<file path="src/rtl/axi_arb_pkg.sv">
// Shared types for the cache-line arbiter slice.
//   state_e    : arbiter FSM states
//   master_e   : upstream requester identity (I-cache / D-cache)
//   req_type_e : downstream transfer direction
//   other_master() returns the requester that is not the argument; it is used
//   to rotate the round-robin pointer after each completed transfer.
package axi_arb_pkg;

  localparam int DEFAULT_LINE_WORDS = 8;

  typedef enum logic [1:0] {
    IDLE  = 2'd0,
    ISSUE = 2'd1,
    GAP   = 2'd2
  } state_e;

  typedef enum logic {
    M_I = 1'b0,
    M_D = 1'b1
  } master_e;

  typedef enum logic {
    RT_RD = 1'b0,
    RT_WR = 1'b1
  } req_type_e;

  function automatic master_e other_master(input master_e m);
    return (m == M_I) ? M_D : M_I;
  endfunction

endpackage

</file>
<file path="src/rtl/axi_line_arbiter_if.sv">
// Line-bus bundle around the arbiter: I-cache side (i_*), D-cache side (d_*)
// and the downstream line master side (ds_*).
//   slave  : view taken by the arbiter (serves the caches, drives the line master)
//   master : view taken by the surrounding caches / line master
interface axi_line_arbiter_if
  import axi_arb_pkg::*;
#(
  parameter int LINE_WORDS = DEFAULT_LINE_WORDS
);

  logic [31:0]              i_addr;
  logic                     i_rd_req;
  logic                     i_gnt;
  logic [LINE_WORDS*32-1:0] i_rd_line;

  logic [31:0]              d_addr;
  logic                     d_rd_req;
  logic                     d_wr_req;
  logic [LINE_WORDS*32-1:0] d_wr_line;
  logic                     d_gnt;
  logic [LINE_WORDS*32-1:0] d_rd_line;

  logic [31:0]              ds_addr;
  logic                     ds_rd_req;
  logic                     ds_wr_req;
  logic [LINE_WORDS*32-1:0] ds_wr_line;
  logic                     ds_gnt;
  logic [LINE_WORDS*32-1:0] ds_rd_line;

  modport slave (
    input  i_addr, i_rd_req, d_addr, d_rd_req, d_wr_req, d_wr_line, ds_gnt, ds_rd_line,
    output i_gnt, i_rd_line, d_gnt, d_rd_line, ds_addr, ds_rd_req, ds_wr_req, ds_wr_line
  );

  modport master (
    output i_addr, i_rd_req, d_addr, d_rd_req, d_wr_req, d_wr_line, ds_gnt, ds_rd_line,
    input  i_gnt, i_rd_line, d_gnt, d_rd_line, ds_addr, ds_rd_req, ds_wr_req, ds_wr_line
  );

endinterface

</file>
<file path="src/rtl/rr_pick2.sv">
// Combinational two-way winner selection.
//   req_i, req_d : requests from I-cache and D-cache
//   rr_ptr       : preferred master when both request and RR_ENABLE != 0
//   winner       : selected master (meaningful only when a request is present)
// With RR_ENABLE == 0 the D-cache wins every tie.
module rr_pick2
  import axi_arb_pkg::*;
#(
  parameter int RR_ENABLE = 1
) (
  input  logic    req_i,
  input  logic    req_d,
  input  master_e rr_ptr,
  output master_e winner
);

  // Tie-break between the two requesters
  always_comb begin
    winner = M_I;
    if (req_i && req_d) begin
      if (RR_ENABLE != 0) begin
        winner = rr_ptr;
      end else begin
        winner = M_D;
      end
    end else if (req_d) begin
      winner = M_D;
    end else begin
      winner = M_I;
    end
  end

endmodule

</file>
<file path="src/rtl/axi_line_arbiter.sv">
// Shares one cache-line master between the I-cache (read only) and the
// D-cache (read/write). A winner is picked in IDLE, its request is latched and
// presented downstream through ISSUE; the one-cycle ds_gnt is routed back as
// the winner's gnt, then a single GAP cycle keeps the line master from seeing
// a request right after its grant.
//   aclk, aresetn : clock, synchronous active-low reset
//   bus           : i_*/d_* upstream and ds_* downstream line signals
//   busy          : arbiter not in IDLE
//   err_timeout   : sticky, set when a transfer stays in ISSUE too long
module axi_line_arbiter
  import axi_arb_pkg::*;
#(
  parameter int LINE_WORDS     = DEFAULT_LINE_WORDS,
  parameter int RR_ENABLE      = 1,
  parameter int TIMEOUT_CYCLES = 4096
) (
  input  logic             aclk,
  input  logic             aresetn,
  axi_line_arbiter_if.slave bus,
  output logic             busy,
  output logic             err_timeout
);

  // A zero-width counter is illegal, so the disabled watchdog keeps one bit
  // pinned at zero (WD_MAX == 0 stops it from counting).
  localparam int WD_W = (TIMEOUT_CYCLES > 0) ? $clog2(TIMEOUT_CYCLES + 1) : 1;
  localparam logic [WD_W-1:0] WD_MAX  = WD_W'(TIMEOUT_CYCLES);
  localparam logic [WD_W-1:0] WD_LAST = WD_W'(TIMEOUT_CYCLES - 1);

  state_e                   state_r;
  state_e                   state_s;
  master_e                  sel_r;
  master_e                  rr_ptr_r;
  master_e                  win_s;
  req_type_e                pick_type_s;
  logic                     req_d_s;
  logic                     any_req_s;
  logic                     i_gnt_s;
  logic                     d_gnt_s;
  logic [31:0]              ds_addr_r;
  logic                     ds_rd_req_r;
  logic                     ds_wr_req_r;
  logic [LINE_WORDS*32-1:0] ds_wr_line_r;
  logic [WD_W-1:0]          wd_cnt_r;
  logic                     err_r;

  assign req_d_s     = bus.d_rd_req | bus.d_wr_req;
  assign any_req_s   = bus.i_rd_req | req_d_s;
  // A write from the D-cache overrides a simultaneous read request.
  assign pick_type_s = ((win_s == M_D) && bus.d_wr_req) ? RT_WR : RT_RD;

  rr_pick2 #(
    .RR_ENABLE(RR_ENABLE)
  ) u_pick (
    .req_i (bus.i_rd_req),
    .req_d (req_d_s),
    .rr_ptr(rr_ptr_r),
    .winner(win_s)
  );

  // FSM state register
  always_ff @(posedge aclk) begin
    if (!aresetn) begin
      state_r <= IDLE;
    end else begin
      state_r <= state_s;
    end
  end

  // Next state and grant routing; grants are masked while reset is asserted so
  // a transfer killed by reset never reports completion.
  always_comb begin
    state_s = state_r;
    i_gnt_s = 1'b0;
    d_gnt_s = 1'b0;
    case (state_r)
      IDLE: begin
        if (any_req_s) begin
          state_s = ISSUE;
        end else begin
          state_s = IDLE;
        end
      end
      ISSUE: begin
        if (bus.ds_gnt) begin
          state_s = GAP;
          if (sel_r == M_I) begin
            i_gnt_s = aresetn;
          end else begin
            d_gnt_s = aresetn;
          end
        end else begin
          state_s = ISSUE;
        end
      end
      GAP: begin
        state_s = IDLE;
      end
      default: begin
        state_s = IDLE;
      end
    endcase
  end

  // Request latch, round-robin pointer and watchdog
  always_ff @(posedge aclk) begin
    if (!aresetn) begin
      sel_r        <= M_I;
      rr_ptr_r     <= M_I;
      ds_addr_r    <= 32'h0000_0000;
      ds_rd_req_r  <= 1'b0;
      ds_wr_req_r  <= 1'b0;
      ds_wr_line_r <= {(LINE_WORDS*32){1'b0}};
      wd_cnt_r     <= {WD_W{1'b0}};
      err_r        <= 1'b0;
    end else begin
      case (state_r)
        IDLE: begin
          if (any_req_s) begin
            sel_r       <= win_s;
            ds_addr_r   <= (win_s == M_I) ? bus.i_addr : bus.d_addr;
            ds_rd_req_r <= (pick_type_s == RT_RD);
            ds_wr_req_r <= (pick_type_s == RT_WR);
            if (pick_type_s == RT_WR) begin
              ds_wr_line_r <= bus.d_wr_line;
            end
          end
        end
        ISSUE: begin
          if (wd_cnt_r != WD_MAX) begin
            wd_cnt_r <= wd_cnt_r + WD_W'(1);
          end
          // Flag only; the transfer keeps waiting for its grant.
          if ((TIMEOUT_CYCLES != 0) && (wd_cnt_r == WD_LAST)) begin
            err_r <= 1'b1;
          end
          if (bus.ds_gnt) begin
            ds_rd_req_r <= 1'b0;
            ds_wr_req_r <= 1'b0;
            rr_ptr_r    <= other_master(sel_r);
          end
        end
        GAP: begin
          wd_cnt_r <= {WD_W{1'b0}};
        end
        default: begin
          wd_cnt_r <= {WD_W{1'b0}};
        end
      endcase
    end
  end

  assign bus.i_gnt      = i_gnt_s;
  assign bus.d_gnt      = d_gnt_s;
  assign bus.i_rd_line  = bus.ds_rd_line;
  assign bus.d_rd_line  = bus.ds_rd_line;
  assign bus.ds_addr    = ds_addr_r;
  assign bus.ds_rd_req  = ds_rd_req_r;
  assign bus.ds_wr_req  = ds_wr_req_r;
  assign bus.ds_wr_line = ds_wr_line_r;
  assign busy           = (state_r != IDLE);
  assign err_timeout    = err_r;

endmodule
</file>
<file path="src/flat_wrapper.sv">
// flat-port wrapper written by rule: the top's interface ports become plain ports
module axi_line_arbiter_flat import axi_arb_pkg::*;
#(
  parameter int LINE_WORDS     = DEFAULT_LINE_WORDS,
  parameter int RR_ENABLE      = 1,
  parameter int TIMEOUT_CYCLES = 4096
)
  (aclk, aresetn, busy, err_timeout, bus_i_addr, bus_i_rd_req, bus_d_addr, bus_d_rd_req, bus_d_wr_req, bus_d_wr_line, bus_ds_gnt, bus_ds_rd_line, bus_i_gnt, bus_i_rd_line, bus_d_gnt, bus_d_rd_line, bus_ds_addr, bus_ds_rd_req, bus_ds_wr_req, bus_ds_wr_line);
  axi_line_arbiter_if #(.LINE_WORDS(LINE_WORDS)) bus_i ();
  input  logic aclk;
  input  logic aresetn;
  output logic busy;
  output logic err_timeout;
  input wire logic [$bits(bus_i.i_addr)-1:0] bus_i_addr;
  input wire logic [$bits(bus_i.i_rd_req)-1:0] bus_i_rd_req;
  input wire logic [$bits(bus_i.d_addr)-1:0] bus_d_addr;
  input wire logic [$bits(bus_i.d_rd_req)-1:0] bus_d_rd_req;
  input wire logic [$bits(bus_i.d_wr_req)-1:0] bus_d_wr_req;
  input wire logic [$bits(bus_i.d_wr_line)-1:0] bus_d_wr_line;
  input wire logic [$bits(bus_i.ds_gnt)-1:0] bus_ds_gnt;
  input wire logic [$bits(bus_i.ds_rd_line)-1:0] bus_ds_rd_line;
  output wire logic [$bits(bus_i.i_gnt)-1:0] bus_i_gnt;
  output wire logic [$bits(bus_i.i_rd_line)-1:0] bus_i_rd_line;
  output wire logic [$bits(bus_i.d_gnt)-1:0] bus_d_gnt;
  output wire logic [$bits(bus_i.d_rd_line)-1:0] bus_d_rd_line;
  output wire logic [$bits(bus_i.ds_addr)-1:0] bus_ds_addr;
  output wire logic [$bits(bus_i.ds_rd_req)-1:0] bus_ds_rd_req;
  output wire logic [$bits(bus_i.ds_wr_req)-1:0] bus_ds_wr_req;
  output wire logic [$bits(bus_i.ds_wr_line)-1:0] bus_ds_wr_line;
  assign bus_i.i_addr = bus_i_addr;
  assign bus_i.i_rd_req = bus_i_rd_req;
  assign bus_i.d_addr = bus_d_addr;
  assign bus_i.d_rd_req = bus_d_rd_req;
  assign bus_i.d_wr_req = bus_d_wr_req;
  assign bus_i.d_wr_line = bus_d_wr_line;
  assign bus_i.ds_gnt = bus_ds_gnt;
  assign bus_i.ds_rd_line = bus_ds_rd_line;
  assign bus_i_gnt = bus_i.i_gnt;
  assign bus_i_rd_line = bus_i.i_rd_line;
  assign bus_d_gnt = bus_i.d_gnt;
  assign bus_d_rd_line = bus_i.d_rd_line;
  assign bus_ds_addr = bus_i.ds_addr;
  assign bus_ds_rd_req = bus_i.ds_rd_req;
  assign bus_ds_wr_req = bus_i.ds_wr_req;
  assign bus_ds_wr_line = bus_i.ds_wr_line;
  axi_line_arbiter #(.LINE_WORDS(LINE_WORDS), .RR_ENABLE(RR_ENABLE), .TIMEOUT_CYCLES(TIMEOUT_CYCLES)) u_core (.aclk(aclk), .aresetn(aresetn), .bus(bus_i), .busy(busy), .err_timeout(err_timeout));
endmodule
</file>
<file path="config.mk">
export PLATFORM = sky130hd
export DESIGN_NAME = axi_line_arbiter_flat
export DESIGN_NICKNAME = d
export VERILOG_FILES = /design/src/rtl/axi_arb_pkg.sv /design/src/rtl/axi_line_arbiter_if.sv /design/src/rtl/rr_pick2.sv /design/src/rtl/axi_line_arbiter.sv /design/src/flat_wrapper.sv
export SDC_FILE = /design/constraint.sdc
export NUM_CORES = 1
export LEC_CHECK = 0
export BUFFER_PORTS_ARGS = -buffer_cell sky130_fd_sc_hd__buf_2
export CAP_MARGIN = 20
export CORE_AREA = 5 5 545 547
export DETAILED_ROUTE_END_ITERATION = 7
export DIE_AREA = 0 0 550 552
export GPL_ROUTABILITY_DRIVEN = 0
export SYNTH_ARGS = -nofsm -noshare
export SYNTH_HDL_FRONTEND = slang
export SYNTH_HIERARCHICAL = 1
export SYNTH_SLANG_ARGS = --single-unit
export TNS_END_PERCENT = 100
</file>
<file path="constraint.sdc">
create_clock -name aclk -period 1.98 [get_ports aclk]
set_input_delay 0.099 -clock aclk [delete_from_list [all_inputs] [get_ports aclk]]
set_output_delay 0.099 -clock aclk [all_outputs]
set_load 0.01 [all_outputs]
</file>
-- Yosys cells after proc, flatten, opt, wreduce, memory -nomap -nowiden
Index checks and enable logic that the tools add are counted.
- equality and inequality tests: 6
- $add $sub $neg: 1
- reductions and logical operators: 11
- bitwise gates (word level): 4
- mux-type cells: 21
- operator list (cell ; number):
    32-bit two-way mux ; 1
    13-bit case mux with 2 select lines ; 1
    1-bit two-way mux ; 14
    13-bit by 1-bit adder with 13-bit output, second input constant ; 1
    13-bit by 12-bit equality test with 1-bit output, second input constant ; 1
    13-bit two-way mux ; 1
    13-bit inequality test, second input constant ; 1
    2-bit AND reduction ; 4
    3-bit AND reduction ; 2
    2-bit by 1-bit inequality test with 1-bit output, second input constant ; 2
    1-bit case mux with 2 select lines ; 2
    2-bit case mux with 2 select lines ; 1
    2-bit nonzero test ; 2
    2-bit by 1-bit equality test with 1-bit output, second input constant ; 1
    1-bit logical AND ; 2
    2-bit logical NOT ; 1
    2-bit two-way mux ; 1
    2-bit inequality test, second input constant ; 1
    1-bit inverter ; 2
    1-bit bitwise OR ; 2
- bits in registers: 308
- output and inout bits: 806
- word-level logic and storage cells: 52

-- Depth between registers and ports, before layout
Gate-level depths: netlist of run 1.
- depth in word-level cells: 8
- mapped depth: 9
- depth with buffers taken out: 6

-- Modules after synthesis
Netlist of run 1, hierarchy kept.
- by module, submodules not included (module ; cells an instance ; times used ; seq. area each (sq um) ; area an instance (sq um)):
    axi_line_arbiter ; 1873 ; 1 ; 6165.9 ; 15631.2
    rr_pick2 ; 2 ; 1 ; 0.0 ; 11.3

-- Worst setup path after synthesis of run 1
Ideal clock, no wire load.
- path type: register to register
- from: register u_core.wd_cnt_r[0]
- to: register u_core.wd_cnt_r[1]
- path buffers: 0
- setup slack: 335 ps
- period minus slack after synthesis: 1645 ps
- data required time: 1851 ps
- cell stages (with the launch flop): 7
- arrival time: 1516 ps
- setup time: 129 ps
- cell sequence: dfxtp_1 > inv_1 > ha_1 > or4b_4 > o31ai_4 > mux2i_1 > nor2_1
- cells in the longest elaborated chain, start to end: 3
- elaborated cells between the ends (all ways): 6
- ends and longest elaborated chain (what ; RTL line ; RTL):
    start: declaration ; axi_line_arbiter.sv:44 ; logic [WD_W-1:0] wd_cnt_r;
    start signal: assignment ; axi_line_arbiter.sv:114 ; wd_cnt_r <= {WD_W{1'b0}};
    start signal: assignment ; axi_line_arbiter.sv:131 ; wd_cnt_r <= wd_cnt_r + WD_W'(1);
    start signal: assignment ; axi_line_arbiter.sv:144 ; wd_cnt_r <= {WD_W{1'b0}};
    13-bit by 1-bit adder with 13-bit output or 13-bit inequality test (tied branches) ; axi_line_arbiter.sv:131, axi_line_arbiter.sv:130 ;
    13-bit two-way mux or 2-bit by 1-bit inequality test with 1-bit output (tied branches) ; -- ;
    13-bit case mux with 2 select lines or 2-bit AND reduction (tied branches) ; -- ;
Parallel ways exist; a longest one is shown, timed or not. The select of a mux whose other input is x is not followed.
A chain may end at the register's enable or synchronous reset.

-- Final worst setup path of run 1
- from: register u_core.rr_ptr_r
- to: register u_core.ds_wr_line_r[89], in the netlist u_core/bus.ds_wr_line[89]
- cells in the longest elaborated chain, start to end: 4
- ends and longest elaborated chain (what ; RTL line ; RTL):
    start: declaration ; axi_line_arbiter.sv:33 ; master_e rr_ptr_r;
    start signal: assignment ; axi_line_arbiter.sv:140 ; rr_ptr_r <= other_master(sel_r);
    1-bit two-way mux ; rr_pick2.sv:20 ; if (req_i && req_d) begin
    named net u_core.win_s ; axi_line_arbiter.sv:34 ; master_e win_s;
    1-bit logical AND ; axi_line_arbiter.sv:50 ; assign pick_type_s = ((win_s == M_D) && bus.d_wr_req) ? RT_WR : RT_RD;
    1-bit two-way mux ; axi_line_arbiter.sv:50 ;
    3-bit AND reduction (no source line) ; -- ;
    end signal: assignment ; axi_line_arbiter.sv:113 ; ds_wr_line_r <= {(LINE_WORDS*32){1'b0}};
    end signal: assignment ; axi_line_arbiter.sv:125 ; ds_wr_line_r <= bus.d_wr_line;
    end: declaration ; axi_line_arbiter.sv:43 ; logic [LINE_WORDS*32-1:0] ds_wr_line_r;
The timed path passes the listed nets, and every way through them passes these cells.

==> flow_summary.json, run 1 <==
{
  "drtPass1Iterations": 5,
  "area_growth_pct": 59.39,
  "crit_buf_inv": 3,
  "core_um2": 292100,
  "crit_chain": "inv_1, a21boi_4, nand2_1, nor3_4, buf_12, buf_4, nand2_1, a21boi_1",
  "timing.slew.headroom": 0.6469,
  "crit_cells": 8,
  "path_common_cell": "nand2_1",
  "io_buffers": 619,
  "cp_data_arrival_time_ns": 2.45,
  "cp_slowest_stage_delay_ns": 0.34,
  "nets": 2891,
  "ctsLongestPathBuffers": 3,
  "synth_area_um2": 15640,
  "placed_area_um2": 19980,
  "leakagePower_uw": 0.009684,
  "fillCellCount": 34160,
  "irDropWorstVdd_v": 0.0006381,
  "yosysWarningCount": 6,
  "final_area_um2": 24930,
  "syn_nets": 2459,
  "worstPathRequired_ns": 2.53,
  "fmax_mhz": 528.0,
  "setup_viol": 0,
  "row_count": 199,
  "synth_area_leaders": "dfxtp_1 39%, buf_4 25%, nand2_1 13%",
  "multiInputGateArea_um2": 5192,
  "dieHeight_um": 552,
  "drc": 0,
  "clkLatencyLatePin_ns": 0.66,
  "grt_pass1_wl_mm": 251.2,
  "fin_crit_ns": 1.894,
  "grt_max_degree": 76,
  "drive_gt1_frac": 0.3261,
  "ios": 1388,
  "min_period_over_period": 0.9565,
  "rr_worst_depth": 8,
  "finalHoldViolations": 0,
  "fp.dieArea_um2": 303600,
  "critical_path.max_fanout": 16,
  "grt_pass1_vias": 14860,
  "via_per_inst": 2.369,
  "synthCells": 1875,
  "crit_path_start": "u_core/rr_ptr_r",
  "ant_nets": 0,
  "numCtsBuffers": 46,
  "wl_per_cell_um": 34.90,
  "fin_tns_setup_ns": 0,
  "cp-endpoint": "u_core/bus.ds_wr_line[89]",
  "rr_endpoint": "u_core/bus.ds_wr_line[89]",
  "status": "complete, no violations",
  "synth_cell_types": 35,
  "seq_area_frac_synth": 0.3942,
  "slew_viol_final": 0,
  "htree_num_levels": 2,
  "yosysTopAreaCell": "dfxtp_1",
  "hold_class": "input pin to output pin",
  "wl_mm": 219.1,
  "overflow": 0,
  "clockRootBuffer": "clkbuf_16",
  "regArea_um2": 6168,
  "worst_pin_slew_ns": 0.5296,
  "critical_path.startpoint_type": "register",
  "yosysTopAreaCellShare": 0.3942,
  "grt_antenna_before_repair": 97,
  "start_util": 0.05356,
  "drt_iter0_markers": 735,
  "skew_ns": 0.05087,
  "dp_hpwl_mm": 202.7,
  "rrSetupSlack_ns": 0.09,
  "critPathTopFamily": "buffers and inverters",
  "cts_tree": "yes",
  "end_kind": "register",
  "rsz0062_at_grt": "no",
  "syn_avg_cell_area_um2": 8.343,
  "vias": 14870,
  "timing.rr.start": "u_core/rr_ptr_r",
  "cts.clk_slew.worst_paths_ns": 0.06,
  "max-cap-violations": 0,
  "crit_slowest_cell": "dfxtp_1",
  "fin_util": 0.08537,
  "synth-seq-cells": 308,
  "cts_num_sinks": 308,
  "power.density_nw_per_um2": 759.3,
  "worstSetupPathType": "register to register",
  "grt_use_total": 0.1380,
  "fp.dieW_um": 550
}
## power by group
part | total, uW | internal, uW | leakage [uW] | switching (uW)
sequential | 6730 | 6550 | 0.00251 | 184
clock | 8680 | 4960 | 0.000749 | 3720
combinational | 3520 | 1430 | 0.00642 | 2090
## timing repair
item / in CTS / in global routing
buffers inserted: 1 / 4
gates resized for setup: 9 / 4
endpoints found under the setup margin: 3 / 8
pin swaps: 1 / 0
hold endpoints to repair: 295 / 0
hold buffers: 327 / 0
## worst min-delay path by stage
stage | from | endpoint | slack, ns | cells past startpoint
after floorplan | bus_d_wr_line[0] | u_core/bus.ds_wr_line[0] | 0.23 | 2
after global placement | bus_ds_rd_line[202] | bus_i_rd_line[202] | 0.20 | 0
after detailed placement | bus_ds_rd_line[202] | bus_i_rd_line[202] | 0.20 | 0
after CTS | bus_d_wr_line[178] | u_core/bus.ds_wr_line[178] | 0.08 | 4
after global routing | bus_d_wr_line[111] | u_core/bus.ds_wr_line[111] | 0.16 | 4
final | bus_ds_rd_line[202] | bus_i_rd_line[202] | 0.20 | 0
## metal layers
| layer | GRT usage | wire length [um] | up-vias |
|---|---|---|---|
| met2 | 0.1914 | 83720 | 1674 |
| met4 | 0.03118 | 6038 | 4 |
| met5 | 0.003640 | 155 | - |
| met3 | 0.2394 | 82410 | 355 |
| li1 | - | - | 6374 |
| met1 | 0.08484 | 46800 | 6465 |
## layout by cell type, fill, tap and decap left out, types with 4 or more instances in the layout
cell type | Yosys | layout
a21boi_1 | 258 | 257
buf_12 | 0 | 20
buf_2 | 60 | 617
buf_4 | 512 | 32
clkbuf_1 | 39 | 6
clkbuf_16 | 0 | 46
clkbuf_8 | 0 | 6
clkinv_2 | 0 | 4
clkinv_4 | 0 | 7
clkinvlp_4 | 0 | 5
dfxtp_1 | 308 | 306
diode_2 | 0 | 17
dlygate4sd3_1 | 0 | 327
inv_1 | 8 | 8
inv_6 | 0 | 4
mux2i_1 | 35 | 35
nand2_1 | 551 | 551
nand3_1 | 5 | 4
nor2_1 | 13 | 11
nor3_1 | 5 | 5
o211a_1 | 33 | 33
xnor2_1 | 8 | 8
## per-stage QoR
step / setup slack [ns] / total power (uW) / hold slack (ns) / cells
4_1_cts: 0.005004 / 19490 / 0.08451 / 6258
2_1_floorplan: 0.3351 / 8961 / 0.2338 / 1875
3_5_place_dp: 0.09414 / 9763 / 0.1982 / 5846
5_1_grt: 0.001622 / 19970 / 0.1595 / 6271
3_3_place_gp: 0.08094 / 9749 / 0.1982 / 5846
6_report: 0.08618 / 18930 / 0.1980 / 6279
## cells in the mapped netlist
cell type  number
xor2_1          2
or3b_1          1
or3_1           1
a21oi_1         1
and3_1          1
nand2_1       551
or4_1           2
xnor2_1         8
dfxtp_1       308
nand2b_1        2
or2_1           1
nor3_1          5
buf_1           4
o31ai_4         1
nor2_2          1
nor2b_1         3
ha_1            2
nor4_1          3
o211a_1        33
nor2_1         13
and2_1          2
nand3_1         5
buf_4         512
inv_1           8
buf_2          60
nand4_1         3
nor3_2          1
mux2i_1        35
o31ai_1         1
clkbuf_1       39
or4b_4          2
nor3b_1         1
a21boi_1      258
o21ai_0         1
o21a_1          4
## cell type report
type	instances	area share
diodes	17	0.001706
clock buffers	58	0.05038
clock inverters	26	0.01204
inverters	8	0.001204
multi-input cells	944	0.2083
flip-flops and latches	308	0.2474
well taps	3919	0.1967
repair buffers	999	0.2823
## registers in the layout (all words and copies together), names as in the netlist
name	cells
u_core/bus.ds_wr_req	1
u_core/rr_ptr_r	1
u_core/wd_cnt_r	13
u_core/sel_r	1
u_core/bus.ds_rd_req	1
u_core/state_r	2
u_core/err_timeout	1
u_core/bus.ds_wr_line	256
u_core/bus.ds_addr	32
## cell families after synthesis
logic type / share of synthesized area
AO/OA/AOI/OAI: 0.1493
XOR/XNOR: 0.005599
adder cells (fa/ha/maj): 0.001599
buffers and inverters: 0.2772
flip-flops: 0.3942
multiplexers: 0.02240
AND/OR/NAND/NOR: 0.1497
Power figures use the tool's default switching activity.
==> run 2, diff against run 1 <==
==> constraint.sdc (replaced) <==
create_clock -name aclk -period 2.1 [get_ports aclk]
set_input_delay 0.105 -clock aclk [delete_from_list [all_inputs] [get_ports aclk]]
set_output_delay 0.105 -clock aclk [all_outputs]
set_load 0.01 [all_outputs]
==> flow_summary.json, run 2 (synthesis gave the netlist of run 1 again) <==
{
  "status": "complete, no violations",
  "skew_ns": 0.04265,
  "area_growth_pct": 58.75,
  "slew_viol_final": 0,
  "final_cell_mix": "617 x buf_2, 551 x nand2_1, 321 x dlygate4sd3_1",
  "setup_viol": 0,
  "hold_class": "input pin to register",
  "wl_mm": 221.4,
  "core_um2": 292100,
  "cts.clk_slew.worst_paths_ns": 0.06,
  "timing.slew.headroom": 0.6167,
  "htree_num_levels": 2,
  "power.density_nw_per_um2": 723.9,
  "drtPass1Iterations": 5,
  "placed_area_um2": 19870,
  "numCtsBuffers": 46,
  "end_kind": "register",
  "drt_iter0_markers": 793,
  "cts_num_sinks": 308,
  "drc": 0,
  "ant_nets": 0,
  "worst_pin_slew_ns": 0.5749,
  "dp_hpwl_mm": 201.8,
  "finalHoldViolations": 0,
  "drive_gt1_frac": 0.3214,
  "clkLatencyLatePin_ns": 0.67,
  "grt_pass1_wl_mm": 251.1,
  "dieHeight_um": 552,
  "vias": 14740,
  "wl_per_cell_um": 35.39,
  "finalPower_uw": 17980,
  "grt_pass1_vias": 14800,
  "cp_data_arrival_time_ns": 2.63,
  "rsz0062_at_grt": "yes",
  "grt_antenna_before_repair": 90,
  "fp.dieW_um": 550,
  "min_period_over_period": 0.9859,
  "internal-power_uw": 12300,
  "switching_power_uw": 5678,
  "ctsLongestPathBuffers": 3,
  "final_area_um2": 24830,
  "io_buffers": 619,
  "largest_register_ffs": 256,
  "worstSetupPathType": "register to register",
  "grt_use_total": 0.1382,
  "max-cap-violations": 0,
  "ios": 1388,
  "fin_crit_ns": 2.070,
  "clockRootBuffer": "clkbuf_16",
  "cts_tree": "yes",
  "leakagePower_uw": 0.009647,
  "fp.dieArea_um2": 303600,
  "grt_max_degree": 111,
  "comb_power_share": 0.189,
  "overflow": 0,
  "via_per_inst": 2.356,
  "critical_path.startpoint_type": "register",
  "row_count": 199,
  "fmax_mhz": 483.0,
  "seqPwrFrac": 0.353,
  "pwr-share-clk": 0.458,
  "swShare": 0.3159,
  "worstPathRequired_ns": 2.66,
  "nets": 2880,
  "fin_tns_setup_ns": 0,
  "final_common_cell": "buf_2",
  "irDropWorstVdd_v": 0.0006141,
  "critical_path.max_fanout": 8,
  "start_util": 0.05356
}
[run 2: layout make-up]
cell class / count / area, um^2
Sequential cell: 308 / 6170
Tap cell: 3919 / 4903
Fill cell: 33980 / 267200
Antenna cell: 12 / 30.03
Multi-Input combinational cell: 944 / 5187
Clock buffer: 61 / 1309
Timing Repair Buffer: 988 / 6973
Inverter: 8 / 30.03
Clock inverter: 18 / 230.2
[run 2: what timing repair did]
action | in CTS | in global routing
pin swaps | 1 | 1
setup buffers | 0 | 4
setup endpoints to repair | 3 | 26
cloned | 0 | 3
hold buffers | 324 | 1
endpoints found under the hold margin | 292 | 1
resized for setup | 8 | 6
[run 2: critical path, stage by stage, from the launching register on]
cell	delay [ns]
dfxtp_1	0.35
inv_1	0.08
a21boi_4	0.17
buf_12	0.17
clkbuf_16	0.21
mux2i_1	0.21
dlygate4sd3_1	0.57
nand2_1	0.05
o211a_1	0.12
[run 2: stage by stage]
stage | util | hold WS (ns) | cells | setup WS [ns]
CTS | 0.08449 | 0.03011 | 6239 | 0.01883
global route | 0.08496 | 0.04089 | 6251 | -0.02659
finish | 0.08502 | 0.06324 | 6258 | 0.02971
floorplan | - | 0.2398 | 1875 | 0.4551
detailed placement | 0.06802 | 0.2102 | 5836 | 0.1366
global placement | 0.06802 | 0.2102 | 5836 | 0.2069
[run 2: routing by layer]
| layer | vias up | global-route usage | routed length [um] |
|---|---|---|---|
| met4 | 12 | 0.03710 | 7373 |
| met5 | - | 0.01345 | 577 |
| met3 | 369 | 0.2399 | 82280 |
| met2 | 1669 | 0.1900 | 84020 |
| li1 | 6327 | - | - |
| met1 | 6365 | 0.08329 | 47190 |
[run 2: power by group through the flow]
| stage | registers [uW] | logic [uW] | clock network [uW] |
|---|---|---|---|
| floorplan | 6600 | 1850 | 0 |
| global route | 6390 | 3700 | 8860 |
| finish | 6350 | 3390 | 8240 |
| global placement | 6450 | 2730 | 0 |
| CTS | 6350 | 3390 | 8700 |
| detailed placement | 6470 | 2730 | 0 |
[run 2: final timing paths]
check	start	endpoint	slack (ns)	cells after the start
worst max-delay path	u_core/rr_ptr_r	u_core/bus.ds_addr[24]	0.03	8
worst min-delay path	bus_d_addr[16]	u_core/bus.ds_addr[16]	0.06	5
worst min register to register	u_core/bus.ds_wr_line[86]	u_core/bus.ds_wr_line[86]	0.45	2
worst max register to register	u_core/rr_ptr_r	u_core/bus.ds_addr[24]	0.03	8
